===== src/rtl/keypad_pkg.sv =====
// rtl/keypad_pkg.sv - shared types, constants and key lookup for the keypad scanner
package keypad_pkg;

  typedef enum logic [1:0] {
    IDLE,
    CANDIDATE,
    PRESSED,
    RELEASING
  } state_e;

  typedef enum logic [1:0] {
    NONE,
    SINGLE,
    MULTI
  } scan_e;

  localparam logic [3:0] COL_RESET = 4'b1110;
  localparam logic [3:0] KEY_STAR  = 4'hE;
  localparam logic [3:0] KEY_HASH  = 4'hF;

  // Row r / column c of the physical keypad to the display nibble space.
  function automatic logic [3:0] key_lookup(input logic [1:0] r, input logic [1:0] c);
    logic [3:0] code;
    code = 4'h0;
    case ({r, c})
      4'h0: code = 4'h1;
      4'h1: code = 4'h2;
      4'h2: code = 4'h3;
      4'h3: code = 4'hA;
      4'h4: code = 4'h4;
      4'h5: code = 4'h5;
      4'h6: code = 4'h6;
      4'h7: code = 4'hB;
      4'h8: code = 4'h7;
      4'h9: code = 4'h8;
      4'hA: code = 4'h9;
      4'hB: code = 4'hC;
      4'hC: code = KEY_STAR;
      4'hD: code = 4'h0;
      4'hE: code = KEY_HASH;
      4'hF: code = 4'hD;
      default: code = 4'h0;
    endcase
    return code;
  endfunction

endpackage


===== src/rtl/sync_2ff.sv =====
// rtl/sync_2ff.sv - 4-bit two-flop synchroniser, resets to all-ones (idle rows)
module sync_2ff (
  input  logic       clk,
  input  logic       rst,
  input  logic [3:0] d_i,
  output logic [3:0] q_o
);

  logic [3:0] meta_q;
  logic [3:0] sync_q;

  always_ff @(posedge clk or posedge rst) begin
    if (rst) begin
      meta_q <= 4'hF;
      sync_q <= 4'hF;
    end else begin
      meta_q <= d_i;
      sync_q <= meta_q;
    end
  end

  assign q_o = sync_q;

endmodule


===== src/rtl/keypad_scanner.sv =====
// rtl/keypad_scanner.sv - 4x4 matrix keypad column scanner with debounce and one pulse per press
module keypad_scanner
  import keypad_pkg::*;
#(
  parameter int unsigned SCAN_DIV       = 100000,
  parameter int unsigned DEBOUNCE_SCANS = 4
) (
  input  logic       clk,
  input  logic       rst,
  input  logic [3:0] row,
  output logic [3:0] col,
  output logic [3:0] key_code,
  output logic       key_valid,
  output logic       key_held
);

  localparam int unsigned       SLOT_W    = $clog2(SCAN_DIV);
  localparam logic [SLOT_W-1:0] SLOT_LAST = SLOT_W'(SCAN_DIV - 1);
  localparam logic [7:0]        DB        = 8'(DEBOUNCE_SCANS);

  logic [3:0]        row_sync;
  logic [SLOT_W-1:0] slot_q, slot_d;
  logic [1:0]        col_idx_q, col_idx_d;
  logic [1:0]        acc_hits_q, acc_hits_d;
  logic [3:0]        acc_code_q, acc_code_d;
  state_e            state_q, state_d;
  logic [3:0]        cand_q, cand_d;
  logic [7:0]        count_q, count_d;
  logic [3:0]        key_code_q, key_code_d;
  logic              key_valid_q, key_valid_d;
  logic              key_held_q, key_held_d;

  logic [1:0] col_hits;
  logic [3:0] col_code;
  logic [2:0] hit_sum;
  logic [1:0] tot_hits;
  logic [3:0] tot_code;
  scan_e      scan_res;
  logic       sample;
  logic       scan_end;
  logic [7:0] col_rot;

  sync_2ff u_row_sync (
    .clk (clk),
    .rst (rst),
    .d_i (row),
    .q_o (row_sync)
  );

  assign col_rot = {COL_RESET, COL_RESET} << col_idx_q;
  assign col     = col_rot[7:4];

  assign sample   = (slot_q == SLOT_LAST);
  assign scan_end = sample && (col_idx_q == 2'd3);

  // Hit count saturates at 2: anything beyond one pressed pair is MULTI.
  always_comb begin
    col_hits = 2'd0;
    col_code = 4'h0;
    for (int r = 0; r < 4; r++) begin
      if (!row_sync[r]) begin
        if (col_hits != 2'd2) col_hits = col_hits + 2'd1;
        col_code = key_lookup(2'(r), col_idx_q);
      end
    end
    hit_sum  = {1'b0, acc_hits_q} + {1'b0, col_hits};
    tot_hits = (hit_sum >= 3'd2) ? 2'd2 : hit_sum[1:0];
    tot_code = (col_hits != 2'd0) ? col_code : acc_code_q;
    case (tot_hits)
      2'd0:    scan_res = NONE;
      2'd1:    scan_res = SINGLE;
      default: scan_res = MULTI;
    endcase
  end

  always_comb begin
    slot_d     = slot_q + SLOT_W'(1);
    col_idx_d  = col_idx_q;
    acc_hits_d = acc_hits_q;
    acc_code_d = acc_code_q;
    if (sample) begin
      slot_d     = '0;
      col_idx_d  = col_idx_q + 2'd1;
      acc_hits_d = scan_end ? 2'd0 : tot_hits;
      acc_code_d = scan_end ? 4'h0 : tot_code;
    end
  end

  always_comb begin
    state_d     = state_q;
    cand_d      = cand_q;
    count_d     = count_q;
    key_code_d  = key_code_q;
    key_valid_d = 1'b0;
    key_held_d  = key_held_q;
    if (scan_end) begin
      case (state_q)
        IDLE: begin
          if (scan_res == SINGLE) begin
            if (DB <= 8'd1) begin
              state_d     = PRESSED;
              key_code_d  = tot_code;
              key_valid_d = 1'b1;
              key_held_d  = 1'b1;
            end else begin
              state_d = CANDIDATE;
              cand_d  = tot_code;
              count_d = 8'd1;
            end
          end
        end
        CANDIDATE: begin
          if (scan_res == SINGLE && tot_code == cand_q) begin
            if (count_q + 8'd1 >= DB) begin
              state_d     = PRESSED;
              count_d     = 8'd0;
              key_code_d  = cand_q;
              key_valid_d = 1'b1;
              key_held_d  = 1'b1;
            end else begin
              count_d = count_q + 8'd1;
            end
          end else if (scan_res == SINGLE) begin
            cand_d  = tot_code;
            count_d = 8'd1;
          end else begin
            state_d = IDLE;
            count_d = 8'd0;
          end
        end
        PRESSED: begin
          if (scan_res == NONE) begin
            if (DB <= 8'd1) begin
              state_d    = IDLE;
              count_d    = 8'd0;
              key_held_d = 1'b0;
            end else begin
              state_d = RELEASING;
              count_d = 8'd1;
            end
          end
        end
        RELEASING: begin
          if (scan_res != NONE) begin
            // Release bounce: the key is still the same press, so no new pulse.
            state_d = PRESSED;
            count_d = 8'd0;
          end else if (count_q + 8'd1 >= DB) begin
            state_d    = IDLE;
            count_d    = 8'd0;
            key_held_d = 1'b0;
          end else begin
            count_d = count_q + 8'd1;
          end
        end
        default: begin
          state_d = IDLE;
          count_d = 8'd0;
        end
      endcase
    end
  end

  always_ff @(posedge clk or posedge rst) begin
    if (rst) begin
      slot_q      <= '0;
      col_idx_q   <= 2'd0;
      acc_hits_q  <= 2'd0;
      acc_code_q  <= 4'h0;
      state_q     <= IDLE;
      cand_q      <= 4'h0;
      count_q     <= 8'd0;
      key_code_q  <= 4'h0;
      key_valid_q <= 1'b0;
      key_held_q  <= 1'b0;
    end else begin
      slot_q      <= slot_d;
      col_idx_q   <= col_idx_d;
      acc_hits_q  <= acc_hits_d;
      acc_code_q  <= acc_code_d;
      state_q     <= state_d;
      cand_q      <= cand_d;
      count_q     <= count_d;
      key_code_q  <= key_code_d;
      key_valid_q <= key_valid_d;
      key_held_q  <= key_held_d;
    end
  end

  assign key_code  = key_code_q;
  assign key_valid = key_valid_q;
  assign key_held  = key_held_q;

endmodule

===== config.mk =====
export PLATFORM = sky130hd
export DESIGN_NAME = keypad_scanner
export DESIGN_NICKNAME = d
export VERILOG_FILES = /design/src/rtl/keypad_pkg.sv /design/src/rtl/sync_2ff.sv /design/src/rtl/keypad_scanner.sv
export SDC_FILE = /design/constraint.sdc
export NUM_CORES = 1
export LEC_CHECK = 0
export ABC_AREA = 1
export BUFFER_PORTS_ARGS = -buffer_cell sky130_fd_sc_hd__buf_4
export CELL_PAD_IN_SITES_DETAIL_PLACEMENT = 0
export CELL_PAD_IN_SITES_GLOBAL_PLACEMENT = 1
export CORE_MARGIN = 1
export CORE_UTILIZATION = 41
export DETAILED_ROUTE_END_ITERATION = 12
export PLACE_DENSITY_LB_ADDON = 0.05
export SYNTH_ARGS = -nofsm -noshare
export SYNTH_HDL_FRONTEND = slang
export SYNTH_HIERARCHICAL = 1
export SYNTH_SLANG_ARGS = --single-unit

===== constraint.sdc =====
create_clock -name clk -period 3.27 [get_ports clk]
set_clock_uncertainty 0.2 [all_clocks]
set_input_delay 0 -clock clk [delete_from_list [all_inputs] [get_ports clk]]
set_output_delay 0 -clock clk [all_outputs]
set_load 0.1 [all_outputs]

## After elaboration in Yosys (flattened, before gate mapping)

Index checks and enable logic that the tools add are counted.
Widths: inputs -> output; s select.

| storage, ports and cells | value |
|---|---|
| register bits after elaboration | 53 |
| input port bits | 6 |
| output and inout port bits | 10 |
| logic and storage cells | 108 |

| operators by class | value |
|---|---|
| $add $sub $neg | 7 |
| magnitude comparators | 2 |
| eq/ne operators | 23 |
| shift-type cells | 1 |
| mux-type cells | 48 |
| reductions and logical operators | 15 |

Operators with widths:

| cell | count |
|---|---|
| $pmux 4 s4 | 4 |
| $mux 8 | 5 |
| $mux 4 | 8 |
| $pmux 8 s4 | 1 |
| $mux 2 | 15 |
| $ne 2x2->1 const B | 10 |
| $add 17x1->17 const B | 1 |
| $eq 17x17->1 const B | 1 |
| $mux 17 | 1 |
| $reduce_and 6->1 | 2 |
| $mux 1 | 10 |
| $ne 3x3->1 const B | 3 |
| $add 2x1->2 const B | 4 |
| $add 8x1->8 const B | 1 |
| $eq 2x1->1 const B | 4 |
| $eq 2x2->1 const B | 4 |
| $ge 8x3->1 const B | 1 |
| $logic_not 2->1 | 4 |
| $pmux 2 s4 | 1 |
| $pmux 4 s2 | 1 |
| $reduce_bool 2->1 | 4 |
| $shl 8x2->8 const A | 1 |
| $reduce_and 3->1 | 2 |
| $eq 4x4->1 | 1 |
| other kinds (6) | 7 |

## Depth between registers and ports, before layout

Gate-level depths: netlist of the first run.

| depth | value |
|---|---|
| depth in word-level cells | 20 |
| mapped depth | 20 |
| depth with buffers taken out | 20 |

## Cells and area by module

Netlist of the first run, hierarchy kept.

By module, submodules not included:

| module | times used | cells each | area each (um^2) | sequential area each (um^2) |
|---|---|---|---|---|
| keypad_scanner | 1 | 369 | 2760.1 | 1126.1 |
| sync_2ff | 1 | 9 | 214.0 | 210.2 |

## Worst setup path before layout of the first run

OpenSTA, ideal clock, no wires.

| timing | value |
|---|---|
| path kind | register to register |
| from | reg u_row_sync.sync_q[1], in the netlist u_row_sync/q_o[1] |
| to | reg cand_q[0] |
| setup time | 118 ps |
| data arrival time | 3055 ps |
| data required time | 2952 ps |
| setup slack | -103 ps |
| stages on the path, launching flop included | 19 |
| buffers on the path | 0 |
| period minus slack after synthesis | 3373 ps |
| cells stage by stage | dfstp_2 inv_1 ha_1 nand2_1 and2_1 ha_1 or2_1 nand2_2 inv_1 ha_1 inv_1 fa_1 nand2_1 nor2_1 inv_1 nor3_1 nand2_2 nand2_1 nand2_1 |

| on the way | value |
|---|---|
| longest elaborated chain between the ends | 16 |
| elaborated cells between the ends (all ways) | 28 |
| classes of those cells | 3 x add/sub; 1 x order compare; 6 x eq/ne; 14 x mux; 4 x reduce/logical |

Ends and longest elaborated chain:

| what | RTL line | source |
|---|---|---|
| from (decl) | sync_2ff.sv:10 | `logic [3:0] sync_q;` |
| from (signal assigned) | sync_2ff.sv:18 | `sync_q <= meta_q;` |
| $mux 2 | keypad_scanner.sv:61 | `if (!row_sync[r]) begin` |
| $add 2x1->2 / $ne 2x2->1 (equally long branches) | keypad_scanner.sv:62 | `if (col_hits != 2'd2) col_hits = col_hits + 2'd1;` |
| $mux 2 | keypad_scanner.sv:62 |  |
| $mux 2 | keypad_scanner.sv:61 |  |
| $add 2x1->2 / $ne 2x2->1 (equally long branches) | keypad_scanner.sv:62 |  |
| $mux 2 | keypad_scanner.sv:62 |  |
| $mux 2 | keypad_scanner.sv:61 |  |
| $add 2x2->3 | keypad_scanner.sv:66 | `hit_sum = {1'b0, acc_hits_q} + {1'b0, col_hits};` |
| $ge 3x2->1 | keypad_scanner.sv:67 | `tot_hits = (hit_sum >= 3'd2) ? 2'd2 : hit_sum[1:0];` |
| $mux 2 | keypad_scanner.sv:67 |  |
| $eq 2x1->1 / $logic_not 2->1 (equally long branches) | keypad_scanner.sv:69 | `case (tot_hits)` |
| $pmux 2 s2 | keypad_scanner.sv:69 |  |
| $eq 2x1->1 | keypad_scanner.sv:99, keypad_scanner.sv:113, keypad_scanner.sv:123 |  |
| $mux 4 / $logic_and 1x1->1 (equally long branches) | keypad_scanner.sv:99, keypad_scanner.sv:113 |  |
| $mux 4 / $ne 2x2->1 (equally long branches) | - |  |
| $pmux 4 s2 / $reduce_and 3->1 (equally long branches) | - |  |
| to (signal assigned) | keypad_scanner.sv:182 | `cand_q <= cand_d;` |
| to (decl) | keypad_scanner.sv:27 | `logic [3:0] cand_q, cand_d;` |

Several ways; a longest one is shown, not always the timed one. The select of a mux whose other input is x is not followed.
A chain may end at the register's enable or synchronous reset.

## Final worst setup path of the first run

| timing | value |
|---|---|
| from | reg u_row_sync.sync_q[1], in the netlist u_row_sync/q_o[1] |
| to | reg cand_q[2] |

Same word-level chain as after synthesis.

==> out/metrics.cfg, run 1 <==
[run_status]
outcome=finished clean

[detailed_routing]
dr.first_iter.drc_count=150
vias_per_cell=4.71
drc=0
first_pass_iters=4
num_vias=2455
ant_nets=0
drt-total-wl_mm=6.25
avgRoutedWirePerCell_um=12.0

[synth]
synth_top_family_by_area=simple AND/OR/NAND/NOR gates
synth-edff-count=0
ys_warn_count=6
syn_avg_cell_area_um2=7.87
synth_top_cell_by_area=dfrtp_1
yosys-top-cells-area=dfrtp_1, nand2_1, inv_1
synth_compound_area_share_pct=8.29
synth_seq_cells=53
yosysUniqueCellTypes=34
netlist_instances=378
synth_nets=399
synth_mux_area_share_pct=0
yosys.area_share.simple_pct=30.0
ys_seq_area_share_pct=44.9
synth_xor_area_share_pct=0.294
synth_area_mm2=0.00297
async_reset_ff_share_pct=100
synth_top_area_share_pct=37.9
synthAdderAreaFrac_pct=6.56
synth_ff_type=dfrtp_1

[grt]
first_global_vias=2256
grt_max_degree=46
track_usage_pct=17.8
antenna_found_initial=0
grt_pass1_wl_mm=10.4
grt_overflow_total=0

[floorplan]
ios=16
num_rows=30
die_area_mm2=0.00760
start_util_pct=43.1
chipWidth_um=87.2
die_h_um=87.2
coreArea_mm2=0.00691

[sta]
finalCriticalPeriod_ps=3190
worst_slew_pin_slew_ps=950
fin_tns_setup_ps=0
rsz0062_at_grt=true
fmaxAchievable_mhz=313
hold_violations=0
slew_violations=0
setup_viol=0
relSlewSlack_pct=36.6
finalCritPeriodShare_pct=97.6

[setup_path]
crit_cells=20
cpPeakStageDelay_ps=550
r2r-start=u_row_sync/q_o[1]$_DFF_PP1_
cp-end-kind=flip-flop
required_ps=3280
rr_endpoint=cand_q[2]$_DFFE_PP0P_
cp_top_family=simple AND/OR/NAND/NOR gates
worstSetupPathType=reg -> reg
cp_slowest_cell=dfstp_2
worst-path-max-fanout=5
worst_ep_arrival_time_ps=3200
rrSetupSlack_ps=80
ff2ff_path_depth=20
crit_end=cand_q[2]$_DFFE_PP0P_
path_cells=inv_2 -> ha_4 -> nand2_2 -> and2_4 -> ha_4 -> or2_1 -> nand2_2 -> inv_2 -> ha_4 -> inv_2 -> fa_1 -> nand2_2 -> nor2_4 -> buf_6 -> nand3_2 -> nand2_2 -> nand2_4 -> nand2_4 -> nand2_1 -> nand2_1
worstSetupStartpointType=flip-flop
path_common_cell=nand2_2
cp-startpoint=u_row_sync/q_o[1]$_DFF_PP1_
timing.critical_path.buf_inv=4

[cts]
cts-buffers-inserted=5
insertion_delay_ps=310
clkSinkCount=53
path_clk_slew_ps=90
cts_tree=yes
cts_buffer_depth=2
htree_levels=2
clockRootBuffer=clkbuf_8

[placement]
routabilityCongestion=0.826
dp_hpwl_mm=4.41
dp.cells=498
dpl_cell_area_mm2=0.00328
io_buffers=15

[min_path]
min_path_type=in -> reg

[power_and_ir_drop]
leakage_uw=0.00177
finalPower_uw=1200
peakVddDrop_v=0.000177
power_density_mw_per_mm2=328

[final_layout]
final_cell_mix=nand2_1, inv_1, dfrtp_1
final_common_cell=nand2_1
nFillCells=686
stdcell_count=521
final_nets=445
seq_area_mm2=0.00134
multi_input_area_mm2=0.00151
diodes=0
drive_gt1_share_pct=25.6
stdcell_area_mm2=0.00366
syn2layout_area_growth_pct=23.2

[flow_run]
max-cap-violations=0

==> metal layers <==
metal  track usage (%)  vias to the layer above  share of wire, %
met1              24.6                     1134                48
met3              2.84                        7               2.4
met5                 0                        -                 0
met2              28.8                       30                48
li1                  -                     1284                 -
met4              5.51                        0               1.4
==> worst min path at each step <==
stage	cells after the start	from	endpoint	slack, ps
after floorplan	0	row[0]	u_row_sync/meta_q[0]$_DFF_PP1_	-200
after global placement	1	row[1]	u_row_sync/meta_q[1]$_DFF_PP1_	-90
after detailed placement	1	row[0]	u_row_sync/meta_q[0]$_DFF_PP1_	-90
after CTS	2	row[2]	u_row_sync/meta_q[2]$_DFF_PP1_	130
after global routing	2	row[2]	u_row_sync/meta_q[2]$_DFF_PP1_	130
final	2	row[3]	u_row_sync/meta_q[3]$_DFF_PP1_	140
==> stage by stage <==
stage / utilization [%] / hold slack, ps / setup WS [ps]
final: 53.1 / 135 / 78.7
after CTS: 51.1 / 132 / 2.76
after floorplan: - / -196 / 5.56
after global routing: 53.1 / 133 / -53.8
after detailed placement: 47.5 / -90.5 / -150
after global placement: 47.5 / -91.8 / -118
==> repair_timing <==
action,4_1_cts,5_1_grt
cloned,0,1
hold endpoints to repair,57,0
gates resized for setup,22,23
setup endpoints to repair,18,20
pin swaps,8,14
setup buffers,4,5
hold buffers,5,0
==> state kept, by name (all words and copies together), names as in the netlist <==
signal             flops
acc_code_q             4
acc_hits_q             2
cand_q                 4
col_idx_q              2
count_q                8
key_code               4
key_held               1
key_valid              1
slot_q                17
state_q                2
u_row_sync/meta_q      4
u_row_sync/q_o         4
==> worst reg2reg max path, cell delays in order, from the launching register on <==
cell	delay, ps
dfstp_2	550
inv_2	50
ha_4	250
nand2_2	50
and2_4	150
ha_4	150
or2_1	210
nand2_2	80
inv_2	40
ha_4	140
inv_2	40
fa_1	420
nand2_2	150
nor2_4	80
buf_6	120
nand3_2	60
nand2_2	70
nand2_4	100
nand2_4	70
nand2_1	60
nand2_1	40
==> cell type report <==
class	instances	area share, %
Timing Repair Buffer	40	8.95
Clock inverter	3	0.478
Clock buffer	5	1.88
Multi-Input combinational cell	251	41.3
Tap cell	96	3.28
Inverter	73	7.68
Sequential cell	53	36.5
==> power breakdown <==
| part | total [uW] | switching [uW] | internal (uW) |
|---|---|---|---|
| logic | 164 | 95.6 | 68.2 |
| registers | 669 | 4.53 | 664 |
| clock network | 369 | 221 | 148 |
| total | 1200 | 321 | 881 |
==> synth_stat cells, types with 3 or more instances <==
cell type and n:
ha_1 14, nor2_1 33, nand3_1 28, inv_1 71, nor4_1 3, o22ai_1 5
o21ai_0 15, dfrtp_1 45, dfstp_2 8, nor3_1 9, nor2_4 3, nand4_1 5
nand2_1 84, a21oi_1 11, nand2_2 14, o21ai_1 5
==> logic make-up (layout without fill, tap and decap cells) <==
kind of cell             after synthesis  after routing
AO/OA/AOI/OAI                         44             44
XOR/XNOR                               1              1
AND/OR/NAND/NOR                      190            191
adder cells (fa/ha/maj)               15             15
buffers and inverters                 75            121
flip-flops                            53             53
(Power assumes the default switching activity.)
==> inputs of run 2 (changes only) <==
ABC_AREA = 0   (was 1)
CORE_UTILIZATION = 43   (was 41)
RECOVER_POWER = 50   (was unset)
==> out/metrics.cfg, run 2 <==
[run_status]
outcome=finished with violations
violations=capacitance limit, slew limit, setup timing

[synth]
ys_warn_count=6
synth.most_common_cell=dfrtp_1
synth_ff_type=dfrtp_1
async_reset_ff_share_pct=100
syn_avg_cell_area_um2=10.2
synth_top_cell_by_area=dfrtp_1
synth_area_mm2=0.00285
synth_common_cells=dfrtp_1, nor2_1, nand2_1
synth_top_area_share_pct=39.5
ys_seq_area_share_pct=46.9
yosysUniqueCellTypes=53
synth_nets=299
synth-edff-count=0
yosys-top-cells-area=dfrtp_1, dfstp_2, ha_1
netlist_instances=278
synth_seq_cells=53

[floorplan]
num_rows=29
chipWidth_um=83.4
ios=16
die_h_um=83.4
die_area_mm2=0.00695
start_util_pct=44.6
coreArea_mm2=0.00639

[placement]
io_buffers=15
dp.cells=390
dp_hpwl_mm=4.02
dpl_cell_area_mm2=0.00325
routabilityCongestion=0.779

[grt]
grt_max_degree=46
top_usage_layer=met2
use_met2_pct=29.6
track_usage_pct=18.2
met3_usage_pct=3.28
grt_pass1_wl_mm=10.2
grt_overflow_total=0
first_global_vias=2172
antenna_found_initial=0
grt_use_met1_pct=25.2

[final_layout]
fin_util_pct=57.9
stdcell_area_mm2=0.00370
final_nets=359
stdcell_count=416
largest_register=slot_q
syn2layout_area_growth_pct=29.8
final_common_cell=dfrtp_1
drive_gt1_share_pct=33.9
diodes=0
reg_top3=slot_q x17, count_q x8
final_cell_mix=dfrtp_1, buf_4, nor2_1
largest_register_ffs=17

[sta]
slew_violations=46
finalCritPeriodShare_pct=107
worst_slack_ps=-237
whs_ps=154
setup_viol=13
hold_violations=0
rsz0062_at_grt=true
fmaxAchievable_mhz=285
finalCriticalPeriod_ps=3510
relSlewSlack_pct=-13.1
worst_slew_pin_slew_ps=1690

[cts]
path_clk_slew_ps=90
insertion_delay_ps=300
cts_buffer_depth=2
htree_levels=2
clkSinkCount=53
cts_tree=yes
clockRootBuffer=clkbuf_8
cts-buffers-inserted=5

[detailed_routing]
avgRoutedWirePerCell_um=14.1
first_pass_iters=4
drt-total-wl_mm=5.87
drc=0
ant_nets=0
num_vias=2158
dr.first_iter.drc_count=71
vias_per_cell=5.19

[setup_path]
rr_endpoint=key_held$_DFFE_PP0P_
cp_slowest_cell=dfstp_2
r2r-start=u_row_sync/q_o[1]$_DFF_PP1_
worstSetupPathType=reg -> reg
required_ps=3320
cp-end-kind=flip-flop
cpPeakStageDelay_ps=550
path_cells=inv_2 -> ha_4 -> mux2i_4 -> ha_4 -> nor3_2 -> or3_4 -> or4_4 -> nand3_2 -> or3b_4 -> buf_4 -> buf_6 -> buf_6 -> nor3_2 -> o31a_1
worst_ep_arrival_time_ps=3560
cp-startpoint=u_row_sync/q_o[1]$_DFF_PP1_
worstSetupStartpointType=flip-flop
worst-path-max-fanout=4
ff2ff_path_depth=14
rrSetupSlack_ps=-240
timing.critical_path.buf_inv=4
cp_top_family=simple AND/OR/NAND/NOR gates

[min_path]
hold_path_depth=2
hold_start=row[2]
min_path_type=in -> reg
hold_end=u_row_sync/meta_q[2]$_DFF_PP1_

[power_and_ir_drop]
finalPower_uw=1330
peakVddDrop_v=0.000205
leakage_uw=0.00173
power_density_mw_per_mm2=361

[flow_run]
max-cap-violations=1

==> run 2: kinds of logic after synthesis <==
group           Yosys count  share of synthesized area [%]
buf+inv                  24                           3.73
flops                    53                           46.9
mux                      10                           3.91
xor+xnor                 21                           6.46
simple gates            111                           21.5
fa+ha+maj                15                           6.85
compound gates           44                           10.6
==> run 2: cell type report <==
cell class	instances	area, um2
clock buffers	7	86.3
clock inverters	1	30.0
fillers	566	2690
inverters	18	67.6
multi-input cells	201	1630
flip-flops and latches	53	1340
well taps	77	96.3
repair buffers	59	448
==> run 2: per-stage QoR <==
step                setup TNS (ps)  worst slack, ps
floorplan                    -2460             -351
global placement             -3840             -393
detailed placement           -4070             -422
CTS                          -1700             -223
global route                 -3630             -352
finish                       -2300             -237
==> run 2: metal layers <==
| layer | part of all wire, % | routed length (um) |
|---|---|---|
| met1 | 49 | 2890 |
| met2 | 48 | 2810 |
| met3 | 1.9 | 114 |
| met4 | 0.87 | 51 |
| met5 | 0 | 0 |
==> run 2: timing repair <==
action,CTS,global route
setup endpoints to repair,14,14
hold buffers,5,0
gates resized for setup,29,19
setup buffers,9,4
pin swaps,2,8
endpoints found under the hold margin,57,0
==> run 2: worst max path at each step <==
stage | endpoint | slack (ps) | depth (start not counted)
detailed placement | cand_q[2]$_DFFE_PP0P_ | -420 | 12
finish | key_held$_DFFE_PP0P_ | -240 | 14
global placement | cand_q[3]$_DFFE_PP0P_ | -390 | 12
floorplan | cand_q[1]$_DFFE_PP0P_ | -350 | 12
global route | key_held$_DFFE_PP0P_ | -350 | 14
CTS | key_code[1]$_DFFE_PP0P_ | -220 | 15
==> run 2: report_power, final <==
group	leakage, uW	internal (uW)	switching, uW
Combinational	0.000975	101	104
Sequential	0.000699	664	6.09
Clock	0.0000585	250	208
==> inputs of run 3 (changes only) <==
SYNTH_HIERARCHICAL = unset   (was 1)
==> out/metrics.cfg, run 3 <==
[run_status]
outcome=finished with violations
violations=setup timing

[sta]
slew_violations=0
hold_violations=0
rsz0062_at_grt=true
finalCriticalPeriod_ps=3490
finalCritPeriodShare_pct=107
worst_slew_pin_slew_ps=1250
fin_tns_setup_ps=-1940
relSlewSlack_pct=16.6
fmaxAchievable_mhz=286
worst_slack_ps=-221
whs_ps=149
setup_viol=17

[synth]
synth_common_cells=dfrtp_1, nand2_1, nor2_1
ys_seq_area_share_pct=47.1
yosys-top-cells-area=dfrtp_1, dfstp_2, ha_1
yosysUniqueCellTypes=55
ys_warn_count=0
synth.most_common_cell=dfrtp_1
syn_avg_cell_area_um2=10.3
synth_top_area_share_pct=39.7
synth_seq_cells=53
synth_ff_type=dfrtp_1
synth_top_cell_by_area=dfrtp_1
synth-edff-count=0
netlist_instances=275
async_reset_ff_share_pct=100
synth_area_mm2=0.00284
synth_nets=296

[final_layout]
syn2layout_area_growth_pct=31.5
drive_gt1_share_pct=35.1
largest_register=slot_q
final_nets=359
final_cell_mix=dfrtp_1, buf_4, nand2_1
nFillCells=541
final_common_cell=dfrtp_1
reg_top3=slot_q x17, count_q x8
largest_register_ffs=17
diodes=0

[power_and_ir_drop]
peakVddDrop_v=0.000193
leakage_uw=0.00163
power_density_mw_per_mm2=351

[setup_path]
cp_top_family=adder cells
cpPeakStageDelay_ps=560
worstSetupPathType=reg -> reg
cp-end-kind=flip-flop
timing.critical_path.buf_inv=3
worstSetupStartpointType=flip-flop
path_cells=inv_2 -> ha_4 -> mux2i_4 -> ha_4 -> nor2_1 -> a21oi_1 -> ha_2 -> inv_2 -> fa_1 -> and3_4 -> and3_4 -> nand3_4 -> nor4_4 -> buf_4 -> mux2_4
worst_ep_arrival_time_ps=3490
required_ps=3270
cp_slowest_cell=dfstp_2
worst-path-max-fanout=3

[placement]
routabilityCongestion=0.811
io_buffers=15
dp_hpwl_mm=4.21

[cts]
htree_levels=2
cts_tree=yes
cts_buffer_depth=2
cts-buffers-inserted=5
insertion_delay_ps=300
path_clk_slew_ps=90
clkSinkCount=53
clockRootBuffer=clkbuf_8

[floorplan]
coreArea_mm2=0.00635
start_util_pct=44.7
chipWidth_um=83.2
die_area_mm2=0.00692
ios=16
die_h_um=83.2
num_rows=29

[detailed_routing]
drc=0
first_pass_iters=4
vias_per_cell=5.29
num_vias=2201
avgRoutedWirePerCell_um=14.4
ant_nets=0
drt-total-wl_mm=6.00
dr.first_iter.drc_count=66

[grt]
first_global_vias=2284
grt_pass1_wl_mm=10.7
grt_max_degree=36
antenna_found_initial=0
track_usage_pct=19.0
grt_overflow_total=0

[min_path]
min_path_type=in -> reg

[flow_run]
max-cap-violations=0

-- run 3: cell count changes in the layout (fill, tap and decap cells not counted), sizes merged, moves of 4 or more --
| cell | previous run | this run |
|---|---|---|
| and2 | 4 | 11 |
| xor2 | 14 | 8 |
| nor2 | 27 | 21 |
| nor2b | 8 | 3 |
| buf | 43 | 47 |
-- run 3: per-layer routing --
metal  global-route usage [%]  part of all wire [%]  vias up
met5                        0                     0        -
met4                     5.80                   1.9        0
met3                     3.68                   3.1       14
met2                     31.7                    48       24
met1                     25.0                    47     1058
li1                         -                     -     1105
-- run 3: area by class of cell --
| class | instances | area, um2 | share of cell area, % |
|---|---|---|---|
| clock buffer | 7 | 86.3 | 2.32 |
| clock inverter | 1 | 30.0 | 0.805 |
| inverter | 16 | 60.1 | 1.61 |
| multi-input combinational | 199 | 1630 | 43.7 |
| sequential | 53 | 1340 | 35.8 |
| tap | 77 | 96.3 | 2.58 |
| timing repair buffer | 63 | 489 | 13.1 |
-- run 3: repair_timing --
action                     4_1_cts  5_1_grt
pin swaps                       10       12
buffers inserted                 9        3
setup endpoints to repair       18       18
hold buffers                     5        0
hold endpoints to repair        31        0
resized for setup               32       25
-- run 3: final timing paths --
path                       slack, ps                              to                      startpoint  cells after the start
max                             -220         key_code[2]$_DFFE_PP0P_     u_row_sync.q_o[1]$_DFF_PP1_                     15
min                              150  u_row_sync.meta_q[2]$_DFF_PP1_                          row[2]                      2
max reg2reg                     -220         key_code[2]$_DFFE_PP0P_     u_row_sync.q_o[1]$_DFF_PP1_                     15
min reg2reg                      160     u_row_sync.q_o[1]$_DFF_PP1_  u_row_sync.meta_q[1]$_DFF_PP1_                      0
max in group asynchronous       1520     u_row_sync.q_o[2]$_DFF_PP1_                             rst                      4
min in group asynchronous        400        col_idx_q[1]$_DFFE_PP0N_                             rst                      3
-- run 3: kinds of logic (layout without fill, tap and decap cells) --
group                      after synthesis  count (layout)  synth area share [%]
DFF                                     53              53                  47.1
AOI/OAI and AO/OA                       50              50                  11.7
muxes                                    9               9                  3.44
xor gates and xnor gates                15              15                  4.63
adders and majority gates               15              15                  6.88
and+or+nand+nor                        110             110                  22.5
buffers and inverters                   23              87                  3.80
-- run 3: metrics by stage --
stage	instance area [um2]	total power, uW	setup WS [ps]	std cells	utilization (%)
after floorplan	2860	758	-335	275	-
after global placement	3280	820	-342	394	51.6
after detailed placement	3280	821	-407	394	51.6
after CTS	3650	1320	-382	415	57.5
after global routing	3730	1370	-360	416	58.7
final	3730	1310	-221	416	58.7
-- run 3: where the power goes --
part | switching, uW | internal (uW) | total (uW)
clock | 208 | 250 | 458
sequential | 4.42 | 664 | 669
combinational | 87.2 | 95.3 | 182
total | 300 | 1010 | 1310
-- run 3: worst register-to-register path, stage by stage, from the launching register on --
cell	delay (ps)
dfstp_2	560
inv_2	50
ha_4	230
mux2i_4	170
ha_4	160
nor2_1	30
a21oi_1	120
ha_2	190
inv_2	30
fa_1	500
and3_4	190
and3_4	200
nand3_4	90
nor4_4	190
buf_4	180
mux2_4	290
